**config.mk**
```make
export PLATFORM = sky130hd
export DESIGN_NAME = fulladder_bist
export DESIGN_NICKNAME = d
export VERILOG_FILES = /design/src/rtl/fulladder_bist.sv
export SDC_FILE = /design/constraint.sdc
export NUM_CORES = 1
export LEC_CHECK = 0
export CORE_MARGIN = 2
export CORE_UTILIZATION = 49
export DETAILED_ROUTE_END_ITERATION = 8
export PLACE_DENSITY = 0.79
export SYNTH_ARGS = -nofsm -noshare
export SYNTH_HDL_FRONTEND = slang
export SYNTH_SLANG_ARGS = --single-unit
```
**constraint.sdc**
```tcl
create_clock -name clk -period 1.7 [get_ports clk]
set_input_delay 0.34 -clock clk [delete_from_list [all_inputs] [get_ports clk]]
set_output_delay 0.34 -clock clk [all_outputs]
set_load 0.005 [all_outputs]
```
**src/rtl/fulladder_bist.sv**
```systemverilog
// fulladder_bist: exhaustive BIST controller for a full adder with MISR compaction and golden-signature compare
module fulladder_bist #(
  parameter logic [7:0] GOLDEN = 8'h47,
  parameter logic [7:0] SEED   = 8'h00
) (
  input  logic       clk,
  input  logic       rst_n,
  input  logic       start,
  output logic       a,
  output logic       b,
  output logic       cin,
  input  logic       s,
  input  logic       cout,
  output logic       busy,
  output logic       done,
  output logic       pass,
  output logic [7:0] signature
);
  typedef enum logic [1:0] {IDLE, RUN, CHECK, DONE} state_t;
  state_t state, state_nx;
  logic [2:0] cnt, cnt_nx, pat_nx;
  logic [7:0] sig_nx, misr;
  logic busy_nx, done_nx, pass_nx;
  // x^8+x^4+x^3+x^2+1 feedback; adder response folds into the two LSBs
  assign misr = {signature[6:0], 1'b0} ^ (signature[7] ? 8'h1D : 8'h00) ^ {6'b0, cout, s};
  always_comb begin
    state_nx = state;
    cnt_nx   = cnt;
    pat_nx   = {a, b, cin};
    sig_nx   = signature;
    busy_nx  = busy;
    done_nx  = done;
    pass_nx  = pass;
    case (state)
      IDLE, DONE: if (start) begin
        state_nx = RUN;
        cnt_nx   = 3'd0;
        pat_nx   = 3'd0;
        sig_nx   = SEED;
        busy_nx  = 1'b1;
        done_nx  = 1'b0;
        pass_nx  = 1'b0;
      end
      RUN: begin
        sig_nx   = misr;
        cnt_nx   = (cnt == 3'd7) ? cnt : cnt + 3'd1;
        pat_nx   = (cnt == 3'd7) ? 3'd0 : cnt + 3'd1;
        state_nx = (cnt == 3'd7) ? CHECK : RUN;
      end
      CHECK: begin
        state_nx = DONE;
        pass_nx  = (signature == GOLDEN);
        done_nx  = 1'b1;
        busy_nx  = 1'b0;
      end
      default: state_nx = IDLE;
    endcase
  end
  always_ff @(posedge clk or negedge rst_n)
    if (!rst_n) begin
      state       <= IDLE;
      cnt         <= 3'd0;
      {a, b, cin} <= 3'd0;
      signature   <= SEED;
      busy        <= 1'b0;
      done        <= 1'b0;
      pass        <= 1'b0;
    end else begin
      state       <= state_nx;
      cnt         <= cnt_nx;
      {a, b, cin} <= pat_nx;
      signature   <= sig_nx;
      busy        <= busy_nx;
      done        <= done_nx;
      pass        <= pass_nx;
    end
endmodule

```
==> results by group <==
Outcome
  • Status: completed

Power and ir drop
  • Leakage: approximately 0.56 nW
  • Comb power frac: 0.508
  • Sw Ratio: 0.373
  • Pwr dens: 1670 nW/um^2
  • Max VDD drop: between 1000 and 1500 uV
  • Flop pwr share: 0.382
  • Internal power: 0.00129 W
  • Total power: roughly 0.0021 W
  • Psw: approximately 0.00077 W
  • Clock share of power: 0.110

Timing
  • Number of setup violations in the final report: 0
  • Setup ws final: 63.3 ps
  • Final Hold Vio Count: 0
  • RSZ-0062 raised after global routing: no
  • Worst Skew: roughly 12 ps
  • Tcrit/Tclk final: 0.963
  • Period minus WS final: between 1500 and 2000 ps
  • Worst-Margin Slew: 304 ps
  • Worst slew margin: 0.794
  • Hold_ws: between 300 and 400 ps
  • Max Clk Rate: 0.611 GHz
  • Setup TNS: 0 ps
  • Max Slew Vio Count: 0

Critical path
  • Setup crit end kind: output pin
  • Reg-to-reg startpoint: cnt[1]
  • Crit path from: signature[7]
  • CP startpoint kind: flip-flop
  • Slowest-stage cell, CP: clkdlybuf4s50_1
  • Worst Path Arrival: about 1300 ps
  • Req. time, crit path: about 1400 ps
  • Top Family by Delay on Critical Path: buffers and inverters
  • Critical path's largest stage delay: about 530 ps
  • Critical path class: flip-flop to output pin
  • WP buf/inv: 1
  • CP Cell Sequence: clkdlybuf4s50_1
  • Max FO, Critical Path: 7

Floorplanning
  • I/O Pins: 19
  • Die span in y: roughly 48 um
  • Core Rows: 16
  • CORE AREA: 1900 um^2
  • Die ar.: ~2300 um^2
  • Initial Utilization: 0.509
  • DIE WIDTH: 48.5 um

Logic synthesis
  • Largest family of logic cells by synthesized area: simple AND/OR/NAND/NOR gates
  • Commonest cells post-synth: 26 x nand2_1, 19 x dfrtp_1, 11 x o21ai_0, 6 x nand3_1
  • Top-area cell type share of the netlist area: 0.491
  • Cell with the most instances after synthesis: nand2_1
  • Post-synthesis mux area share: 0.0336
  • Synth Area in Adders: 0.0646
  • Largest cells by area after synthesis: dfrtp_1 49%, nand2_1 10%, ha_1 6.5%
  • Simple-gate area share of the yosys netlist: 0.222
  • XOR/XNOR share of the synthesized area: 0.0452
  • Synth Area per Inst: ~9.6 um^2
  • Synth Area in Compound Gates: 0.101
  • Ys Warns: 0
  • Post-synth EDFFs: 0
  • Mapped Nets: about 110
  • Ys async rst share: 1.00
  • Sequential share of the synthesized area: 0.491
  • Post-synth cell types: 25
  • Top_reg_cell synth: dfrtp_1
  • Mapped Area: 968 um^2
  • Area leader, netlist: dfrtp_1
  • Post-synthesis register bit count: 19
  • Syn Inst Count: ~100

Run
  • Max Cap Violations: 0

Placed design
  • PortBufs: 18
  • DP HPWL: between 1 and 1.5 mm
  • Worst slack at placement: 65.5 ps
  • Routability cong.: roughly 0.79

Routing
  • DRC: 0
  • TritonRoute pass-1 iters: 4
  • DRT Wirelength: 1.82 mm
  • Number of vias per cell: around 5.2
  • Detailed Route Iter0 Violations: 9
  • Via count: around 790
  • Routed Antenna Nets: 0
  • Avg WL per Cell: about 12 um

Final layout
  • Nets: 136
  • Antenna cell count: 0
  • Share of post-route cells with drive strength above 1: 0.104
  • Fin util: 0.648
  • Synthesis-to-layout area growth: 27.3%

Global routing
  • Initial antenna violation count: 0
  • Global route overflow: 0
  • Total track usage: 0.174
  • Number of global-route vias before repair: slightly above 700
  • Largest net degree at the start of global routing: 20
  • First-pass GRT wire length: between 3 and 4 mm

Clocking
  • CTS buffer count: 3
  • H-tree depth: 1
  • CTS clk-pin slew, worst paths: 110 ps
  • Clock Latency Late Sink: 290 ps
  • Clock Root Buffer: clkbuf_4
  • Max clock buf depth: 2
  • CTS tree: yes
  • CTS Hold Bufs: 0
  • Clock sinks: 19

Worst hold path
  • HP Class: input port to async pin
[timing repair]
action                     in CTS  in global routing
resized for setup               1                  1
gates cloned                    0                  0
buffers inserted                0                  2
setup endpoints to repair       1                 10
[power by group through the flow]
stage | registers, W | logic (W) | clock network [W]
2_1_floorplan | 0.000765 | 0.000632 | 0
3_3_place_gp | 0.000791 | 0.000961 | 0
3_5_place_dp | 0.000797 | 0.000987 | 0
4_1_cts | 0.000792 | 0.000992 | 0.000231
5_1_grt | 0.000816 | 0.00116 | 0.000258
6_report | 0.000784 | 0.00104 | 0.000226
[worst paths after layout]
kind / slack, ps / to / depth (start not counted)
max: 60 / signature[7] / 1
min: 360 / done / 2
max reg2reg: 70 / cin / 5
min reg2reg: 480 / b / 2
max in group asynchronous: 1130 / signature[7] / 2
min in group clk: 480 / b / 2
[kinds of logic (layout without fill, tap and decap cells)]
| kind of cell | Yosys count | count (layout) |
|---|---|---|
| mux | 2 | 2 |
| flops | 19 | 19 |
| buf+inv | 7 | 31 |
| fa+ha+maj | 5 | 5 |
| compound gates | 18 | 18 |
| xor+xnor | 5 | 5 |
| simple gates | 45 | 45 |
[metrics by stage]
stage | cell area [um^2] | cells
floorplan | 968 | 101
global placement | 1190 | 146
detailed placement | 1190 | 146
CTS | 1210 | 150
global route | 1230 | 152
finish | 1230 | 152
[area by class of cell]
type / count / area [um^2]
repair buffers: 25 / 236
well taps: 27 / 33.8
inverters: 2 / 7.51
clock buffers: 4 / 26.3
fillers: 149 / 669
multi-input cells: 75 / 452
flip-flops and latches: 19 / 477
[routing by layer]
metal | up-vias | wire (um) | GRT usage
li1 | 389 | - | -
met1 | 376 | 878 | 0.252
met2 | 20 | 847 | 0.264
met3 | 2 | 75 | 0.0278
met4 | 0 | 13 | 0.0714
met5 | - | 0 | 0
[placed cells by master, fill, tap and decap left out, types with 3 or more instances in the layout]
cell type and count:
a21oi_1 4, o21ai_0 11, xor2_1 5, nand3_1 6, nand2_1 26, dfrtp_1 18, buf_4 6, clkbuf_4 3
ha_1 5, clkdlybuf4s50_1 18, nor2_1 3
[registers in the layout, indices dropped and copies added (netlist names)]
signal / cells
a: 1
b: 1
busy: 1
cin: 1
cnt: 3
done: 1
pass: 1
signature: 8
state: 2
Note: power is estimated with default switching activity, not from simulation.
